File: src/rtl/ts_null_stuffer.sv
// Constant-rate TS output stage: buffers up to two 188-byte packets and emits a gap-free
// byte-per-clock stream, stuffing null packets when none is ready. Define NULL_CNT_EN for NULL_CNT.
//
// state      | meaning
// HUNT       | waiting for a qualified 0x47 sync byte to start a packet
// FILL       | writing packet bytes into the slot at the write pointer
// START      | first cycle after reset, nothing issued yet
// SEND_DATA  | reading a buffered packet out of the read-pointer slot
// SEND_NULL  | emitting a null packet (PID 0x1FFF)

module ts_null_stuffer #(
    parameter int PKT_LEN = 188
) (
    input  logic        CLK,
    input  logic        RST,
    input  logic [7:0]  DATA_IN,
    input  logic        D_VALID_IN,
    input  logic        P_SYNC_IN,
    output logic [7:0]  DATA_OUT,
    output logic        D_VALID_OUT,
    output logic        P_SYNC_OUT,
    output logic        OVERFLOW
`ifdef NULL_CNT_EN
    ,
    output logic [15:0] NULL_CNT
`endif
);

    localparam int IW = $clog2(PKT_LEN);
    localparam int AW = $clog2(2 * PKT_LEN);
    localparam logic [IW-1:0] LAST = IW'(PKT_LEN - 1);

    typedef enum logic {HUNT, FILL} wr_state_t;
    typedef enum logic [1:0] {START, SEND_DATA, SEND_NULL} rd_state_t;

    logic [7:0]    mem [0:2*PKT_LEN-1];
    logic [7:0]    ram_q;

    wr_state_t     wr_state;
    logic          wr_ptr;
    logic [IW-1:0] wr_idx;
    rd_state_t     rd_state;
    logic          rd_ptr;
    logic [IW-1:0] rd_cnt;
    logic [1:0]    full;

    logic          sync_ok;
    logic          restart;
    logic          wr_en;
    logic          wr_done;
    logic [IW-1:0] wr_at;
    logic [AW-1:0] wr_addr;
    logic [AW-1:0] rd_addr;
    logic          decide;
    logic          send_data;
    logic          rd_done;

    logic          s1_valid;
    logic          s1_sync;
    logic          s1_data;
    logic [IW-1:0] s1_cnt;

    function automatic logic [7:0] null_byte(input logic [IW-1:0] idx);
        if (idx == IW'(0))      return 8'h47;
        else if (idx == IW'(1)) return 8'h1F;
        else if (idx == IW'(3)) return 8'h10;
        else                    return 8'hFF;
    endfunction

    // A sync inside FILL before the last byte abandons the partial packet and is re-judged as a HUNT start.
    always_comb begin
        sync_ok = D_VALID_IN && P_SYNC_IN && (DATA_IN == 8'h47);
        restart = (wr_state == HUNT) || (D_VALID_IN && P_SYNC_IN && (wr_idx < LAST));
        wr_en   = 1'b0;
        wr_at   = wr_idx;
        wr_done = 1'b0;
        if (restart) begin
            if (sync_ok && !full[wr_ptr]) begin
                wr_en = 1'b1;
                wr_at = '0;
            end
        end else if (D_VALID_IN) begin
            wr_en   = 1'b1;
            wr_done = (wr_idx == LAST);
        end
        wr_addr = wr_ptr ? AW'(PKT_LEN) + AW'(wr_at) : AW'(wr_at);
    end

    always_comb begin
        decide    = (rd_cnt == '0);
        send_data = decide ? full[rd_ptr] : (rd_state == SEND_DATA);
        rd_done   = send_data && (rd_cnt == LAST);
        rd_addr   = rd_ptr ? AW'(PKT_LEN) + AW'(rd_cnt) : AW'(rd_cnt);
    end

    always_ff @(posedge CLK) begin
        if (RST && wr_en) mem[wr_addr] <= DATA_IN;
    end

    always_ff @(posedge CLK) begin
        ram_q <= mem[rd_addr];
    end

    always_ff @(posedge CLK) begin
        if (!RST) begin
            wr_state <= HUNT;
            wr_ptr   <= 1'b0;
            wr_idx   <= '0;
            OVERFLOW <= 1'b0;
        end else begin
            OVERFLOW <= 1'b0;
            if (restart) begin
                if (sync_ok && !full[wr_ptr]) begin
                    wr_idx   <= IW'(1);
                    wr_state <= FILL;
                end else begin
                    wr_state <= HUNT;
                    if (sync_ok) OVERFLOW <= 1'b1;
                end
            end else if (D_VALID_IN) begin
                if (wr_idx == LAST) begin
                    wr_state <= HUNT;
                    wr_ptr   <= ~wr_ptr;
                end else begin
                    wr_idx <= wr_idx + 1'b1;
                end
            end
        end
    end

    // Reader and writer never touch the same slot: the writer only claims slots that are not full.
    always_ff @(posedge CLK) begin
        if (!RST) begin
            full <= 2'b00;
        end else begin
            for (int i = 0; i < 2; i++) begin
                if (rd_done && (rd_ptr == 1'(i))) full[i] <= 1'b0;
                if (wr_done && (wr_ptr == 1'(i))) full[i] <= 1'b1;
            end
        end
    end

    always_ff @(posedge CLK) begin
        if (!RST) begin
            rd_state <= START;
            rd_ptr   <= 1'b0;
            rd_cnt   <= '0;
            s1_valid <= 1'b0;
            s1_sync  <= 1'b0;
            s1_data  <= 1'b0;
            s1_cnt   <= '0;
        end else begin
            rd_state <= send_data ? SEND_DATA : SEND_NULL;
            rd_cnt   <= (rd_cnt == LAST) ? '0 : rd_cnt + 1'b1;
            if (rd_done) rd_ptr <= ~rd_ptr;
            s1_valid <= 1'b1;
            s1_sync  <= decide;
            s1_data  <= send_data;
            s1_cnt   <= rd_cnt;
        end
    end

    always_ff @(posedge CLK) begin
        if (!RST) begin
            DATA_OUT    <= 8'h00;
            D_VALID_OUT <= 1'b0;
            P_SYNC_OUT  <= 1'b0;
`ifdef NULL_CNT_EN
            NULL_CNT    <= 16'h0000;
`endif
        end else begin
            DATA_OUT    <= !s1_valid ? 8'h00 : (s1_data ? ram_q : null_byte(s1_cnt));
            D_VALID_OUT <= s1_valid;
            P_SYNC_OUT  <= s1_valid && s1_sync;
`ifdef NULL_CNT_EN
            if (s1_valid && s1_sync && !s1_data && (NULL_CNT != 16'hFFFF))
                NULL_CNT <= NULL_CNT + 16'd1;
`endif
        end
    end

endmodule

File: config.mk
export PLATFORM = sky130hd
export DESIGN_NAME = ts_null_stuffer
export DESIGN_NICKNAME = d
export VERILOG_FILES = /design/src/rtl/ts_null_stuffer.sv
export SDC_FILE = /design/constraint.sdc
export NUM_CORES = 2
export LEC_CHECK = 0
export BUFFER_PORTS_ARGS = -buffer_cell sky130_fd_sc_hd__buf_2
export CORE_MARGIN = 10
export CORE_UTILIZATION = 60
export CTS_CLUSTER_DIAMETER = 40
export DETAILED_ROUTE_END_ITERATION = 10
export PLACE_DENSITY_LB_ADDON = 0.25
export SYNTH_ARGS = -nofsm -noshare
export SYNTH_HDL_FRONTEND = slang
export SYNTH_SLANG_ARGS = --single-unit
File: constraint.sdc
create_clock -name CLK -period 9.4 [get_ports CLK]
set_input_delay 2.82 -clock CLK [delete_from_list [all_inputs] [get_ports CLK]]
set_output_delay 2.82 -clock CLK [all_outputs]
set_load 0.01 [all_outputs]
# After elaboration in Yosys (flattened, before gate mapping)
# Memories as Yosys holds them, arrays and structs flattened. A register that Yosys moved wholly into a read port is not among the register bits.
# Cells that the tools add are included.
op_classes:
  addsub: 4
  magnitude_cmp: 3
  eq_ne: 8
  mux: 34
  bitwise: 5
  reduce_logical: 25
ops:
  columns: ["op", "n"]
  rows:
  - ["8-bit 2-to-1 mux", 10]
  - ["1-bit 2-to-1 mux", 21]
  - ["8-bit by 8-bit adder with 9-bit output (first input constant)", 2]
  - ["9-bit 2-to-1 mux", 2]
  - ["8-bit by 1-bit adder with 8-bit output (second input constant)", 2]
  - ["8-bit equality test (second input constant)", 2]
  - ["8-bit logical NOT", 2]
  - ["1-bit logical AND", 11]
  - ["8-bit by 1-bit equality test with 1-bit output (second input constant)", 1]
  - ["8-bit by 2-bit equality test with 1-bit output (second input constant)", 1]
  - ["8-bit by 7-bit equality test with 1-bit output (second input constant)", 1]
  - ["8-bit less-than comparator (second input constant)", 1]
  - ["2-bit nonzero test", 4]
  - ["3-bit AND reduction", 2]
  - ["1-bit NOT", 5]
  - ["1-bit by 2-bit less-than comparator with 1-bit output (second input constant)", 2]
  - ["2-bit AND reduction", 2]
  - ["3-bit OR reduction", 1]
  - ["2-bit by 1-bit equality test with 1-bit output (second input constant)", 1]
  - ["2-bit 2-to-1 mux", 1]
  - ["2-bit by 1-bit != test with 1-bit output (second input constant)", 1]
  - ["2-bit != test (second input constant)", 1]
  - ["2-bit OR reduction", 1]
  - ["1-bit logical NOT", 1]
  - ["1-bit logical OR", 1]
totals:
  ff_bits: 45
  ram_bits: 3008
  out_inout_bits: 11
  elab_cells: 96
  mem_count: 1
memory_table:
  columns: ["name", "words", "word_bits", "read_ports", "rd_clocked_by_memory_dff", "wr", "line", "source"]
  rows:
  - ["mem", 376, 8, 1, 1, 1, "36", "logic [7:0] mem [0:2*PKT_LEN-1];"]

# Depth between registers and ports, before layout
depth:
  depth_word: 9
  ltp_mapped: 16

# Worst setup path after synthesis
# Ideal clock, no wire load.
synth_path:
  path_type: "input to register"
  from: "input D_VALID_IN"
  to: "memory mem[227][0] (enable)"
  setup_time_ps: 383
  t_arrival_ps: 5973
  path_slack_ps: 3044
  cell_stages: 15
  path_cell_list: "buf_2 and2_1 and3_1 nand3_1 clkbuf_1 nand2_1 ha_1 or3b_2 o22a_1 o22ai_1 a2bb2oi_1 a21o_1 buf_4 buf_6 nor3_1"
synth_between:
  elab_chain_cells: 8
  elab_cells_between_ends: 15
  cone_classes: "add/sub: 1; mux: 8; reduce/logical: 6"
synth_lines:
  columns: ["item", "line", "source"]
  rows:
  - ["start: declaration", "17", "input logic D_VALID_IN,"]
  - ["branches (longest 8 deep; another with 8-bit by 8-bit adder with 9-bit output)", null, null]
  - ["end: declaration", "36", null]
# Several ways; the timed one is not identified.

# Final worst setup path
layout_path:
  from: "input DATA_IN[4]"
  to: "memory mem[259][1] (enable)"
layout_between:
  elab_chain_cells: 8
  elab_cells_between_ends: 12
  cone_classes: "add/sub: 1; eq/ne: 1; mux: 7; reduce/logical: 3"
layout_lines:
  columns: ["item", "line", "source"]
  rows:
  - ["start: declaration", "16", "input logic [7:0] DATA_IN,"]
  - ["8-bit by 7-bit equality test with 1-bit output (*)", "72", "sync_ok = D_VALID_IN && P_SYNC_IN && (DATA_IN == 8'h47);"]
  - ["1-bit logical AND (*)", "72", null]
  - ["1-bit logical AND (*)", "78", "if (sync_ok && !full[wr_ptr]) begin"]
  - ["branches (longest 5 deep; another with 8-bit by 8-bit adder with 9-bit output)", null, null]
# Mark *: on every way between the ends.

==> metrics.txt <==
Lkg Pwr=42.5 nW; internal power=24.3 mW; post-cts sizing count=0; Area contributors post-synth=edfxtp_1, mux4_2, nand2_1, nor2_1, dfxtp_1; Overflow after GRT=0; final instance count without filler cells=9261; Final Hold Viols=0; synthesized instance count=6045; Synth Flop Type=edfxtp_1; Pre-antenna DRT Iters=9; Critical Path Sink Type=flop; syn_nets=6064; register area share after synthesis=75.8%; Die ar.=about 220000 sq um; top cell type's share of synthesized area=around 75%; largest net degree at the start of global routing=176; Setup Skew=0.0616 ns; Comb power frac=5.0%; Final setup viols=0; min Tclk post-route=approximately 7.3 ns; post-synthesis async set-or-reset flop share=0%; DRC viols=0; cell-by-cell listing of the critical path=buf_8, nor4b_1, and4_1, a21oi_1, inv_1, ha_1, o41ai_1, a21oi_1, o22ai_1, nand2b_1, nor2_1; final setup TNS=0 ns; final worst setup slack=2.14 ns; Hold Path End=full[0]$_SDFFE_PN0P_; Final Instance Area=137000 sq um; CP Class=in -> reg; CTS Buffer Depth=4; FF/Latch Area=about 90000 sq um; CTS Buf Count=389; core area=approximately 200000 sq um; hold_ws=0.522 ns; area grow syn2layout=13.3%; hold_buf cts=0; GPL Wtd Cong=0.962; Routed wire per std cell=36.3 microns; first-pass GRT wire length=roughly 480000 microns; vias in the first global route=63500; via count=64400; Yosys cell types=slightly below 90; Flop pwr share=48.0%; chip height=468 microns; Worst path max stage delay=1.04 ns; R2R Setup Slk=approximately 3.5 ns; # fillers=12100; crit start category=input pin; DR vias/cell=about 7.0; EDFF count, synth=~3000; critical path's top delay family=simple AND/OR/NAND/NOR gates; max_slew headroom=approximately 2.4%; CP max-delay cell=nor2_1; Finished Core Util=68.3%; synthesized area=121000 sq um; Placed Cells=8549; CTS tree=yes; fraction of layout cells with a size suffix above 1=25.8%; period utilization=77.2%; Post-DRT Antenna Nets=0; CP bufs+invs=2; Clock power frac=between 40% and 50%; clk sink count=3060; fmax=about 140 MHz; Max FO, Critical Path=approximately 110; r2r startpoint=rd_cnt[2]$_SDFF_PP0_; Initial Utilization=60.3%; Worst Min Path Start=full[0]$_SDFFE_PN0P_; worst flop-to-flop path endpoint=ram_q[0]$_DFF_P_; antenna violations before repair=30; Net Sw Power=roughly 6.9 mW; Die Span X=468 microns; Worst EP arrival=between 7 and 8 ns; Slew @ Worst Pin=1.46 ns; H-Tree Level Count=5; Clk Latency, worst-skew pair=between 0.9 and 1 ns; Synthesis Warnings=0; multi-input combinational cell area=27000 sq um; port bufs=22; Switching Share=22.1%; pwr dens=229 nW/um^2; Seq cells post-synth=3060; Final Routed Wirelength=336000 microns; Tot Pwr=about 31 mW; nets=6304; most used cell, CP=a21oi_1; Slew Viols, Final=0; most frequent cell after synthesis=edfxtp_1; Cell Rows=about 160; post-CTS setup buffer count=0; Max rail drop VDD=0.209 mV; max cap viols=0; # IOs=23; Root Buffer=clkbuf_16; Synth top cells by count=edfxtp_1, mux4_2, nand2_1, nor2_1, nand3_1; largest area contributor in the netlist=edfxtp_1; pre-CTS setup slack=1.41 ns; r2r worst-path depth=11; worst hold path class=reg -> reg; number of DRC markers in iteration 0=10500; WHS Path Cells=2; total track usage=30.8%; syn avg cell area=19.9 sq um; Worst Path Required=10.00 ns; Area after DPL=124000 sq um; status=completed; RSZ-0062 raised after global routing=false; clock transition at the registers of the reported paths=approximately 0.060 ns; Post-DP HPWL=201000 microns
## flip-flops by register name, indices dropped and copies added (netlist names)
| register | flops |
|---|---|
| wr_idx | 8 |
| DATA_OUT | 8 |
| full | 2 |
| rd_ptr | 1 |
| D_VALID_OUT | 1 |
| ram_q | 8 |
| P_SYNC_OUT | 1 |
| mem | 3008 |
| s1_cnt | 8 |
| rd_cnt | 8 |
| rd_state | 2 |
| wr_state | 1 |
| OVERFLOW | 1 |
| s1_sync | 1 |
| wr_ptr | 1 |
| s1_valid | 1 |
## power by group through the flow
stage	Sequential [mW]	Combinational (mW)	Clock, mW
6_report	15.0	1.57	14.7
5_1_grt	15.0	1.64	15.3
4_1_cts	15.0	1.57	14.7
3_5_place_dp	15.3	1.56	0
3_3_place_gp	15.3	1.54	0
2_1_floorplan	15.3	0.980	0
## layout make-up
class	instances	share of cell area (%)
diodes	19	0.0348
inverters	21	0.0577
flip-flops and latches	3060	66.9
repair buffers	233	1.45
well taps	2656	2.43
multi-input cells	2580	19.8
clock inverters	257	1.99
clock buffers	435	7.38
## how the worst max path moves through the flow
stage / startpoint / endpoint / slack [ns] / cells past startpoint
floorplan: D_VALID_IN / mem[227][0]$_DFFE_PP_ / 3.04 / 15
global placement: DATA_IN[4] / mem[257][7]$_DFFE_PP_ / 1.41 / 11
detailed placement: DATA_IN[4] / mem[257][7]$_DFFE_PP_ / 1.41 / 11
CTS: DATA_IN[4] / mem[259][1]$_DFFE_PP_ / 2.39 / 11
global route: DATA_IN[4] / mem[257][7]$_DFFE_PP_ / 2.01 / 11
finish: DATA_IN[4] / mem[259][1]$_DFFE_PP_ / 2.14 / 11
## cell usage in the layout (no fill, tap or decap), types with 11 or more instances in the layout
cell | Yosys | final
edfxtp_1 | 3008 | 3008
o21ai_0 | 23 | 23
nor2_1 | 344 | 343
clkinv_4 | 0 | 40
dfxtp_1 | 52 | 50
inv_1 | 19 | 19
a31oi_1 | 31 | 31
nor3_1 | 83 | 80
clkbuf_16 | 0 | 396
mux2_2 | 14 | 14
or3_1 | 11 | 11
nand3_1 | 193 | 191
buf_2 | 165 | 14
bufinv_16 | 0 | 33
clkinvlp_4 | 0 | 31
xnor2_1 | 12 | 11
nand2_1 | 550 | 546
clkinv_1 | 1 | 39
inv_8 | 0 | 19
and3_1 | 33 | 33
a311oi_1 | 15 | 15
buf_4 | 69 | 195
mux4_2 | 750 | 750
a32oi_1 | 38 | 38
clkbuf_1 | 78 | 37
diode_2 | 0 | 19
inv_6 | 0 | 49
a21oi_1 | 58 | 56
a22oi_1 | 22 | 22
mux2i_1 | 100 | 100
a211oi_1 | 18 | 18
nor3_2 | 24 | 27
clkinv_2 | 0 | 34
nand4_1 | 38 | 38
nand2b_1 | 33 | 29
buf_12 | 0 | 16
## worst register-to-register path, stage by stage, from the launching register on
cell      delay (ns)
dfxtp_1         0.82
inv_1           0.20
ha_1            0.33
xor2_1          0.29
o32ai_4         0.67
buf_4           0.58
buf_4           0.50
nand3_1         0.12
and3_1          0.29
o21ai_0         1.12
o21ai_1         0.40
a2111o_1        0.50
## routing by layer
| layer | part of all wire [%] | GRT usage, % | vias up |
|---|---|---|---|
| li1 | - | - | 25300 |
| met5 | 0.033 | 0 | - |
| met4 | 6.8 | 17.5 | 16 |
| met2 | 45 | 45.3 | 4954 |
| met3 | 13 | 9.36 | 1079 |
| met1 | 35 | 41.5 | 33100 |
## kinds of logic (layout without fill, tap and decap cells)
family / after synthesis / count (layout) / synth area share (%)
fa+ha+maj: 7 / 7 / 0.0727
compound gates: 308 / 308 / 1.86
xor+xnor: 22 / 22 / 0.179
mux: 864 / 864 / 15.0
simple gates: 1379 / 1379 / 5.16
other cells: 0 / 19 / 0
buf+inv: 405 / 946 / 1.94
flops: 3060 / 3060 / 75.8
Power figures use the tool's default switching activity.
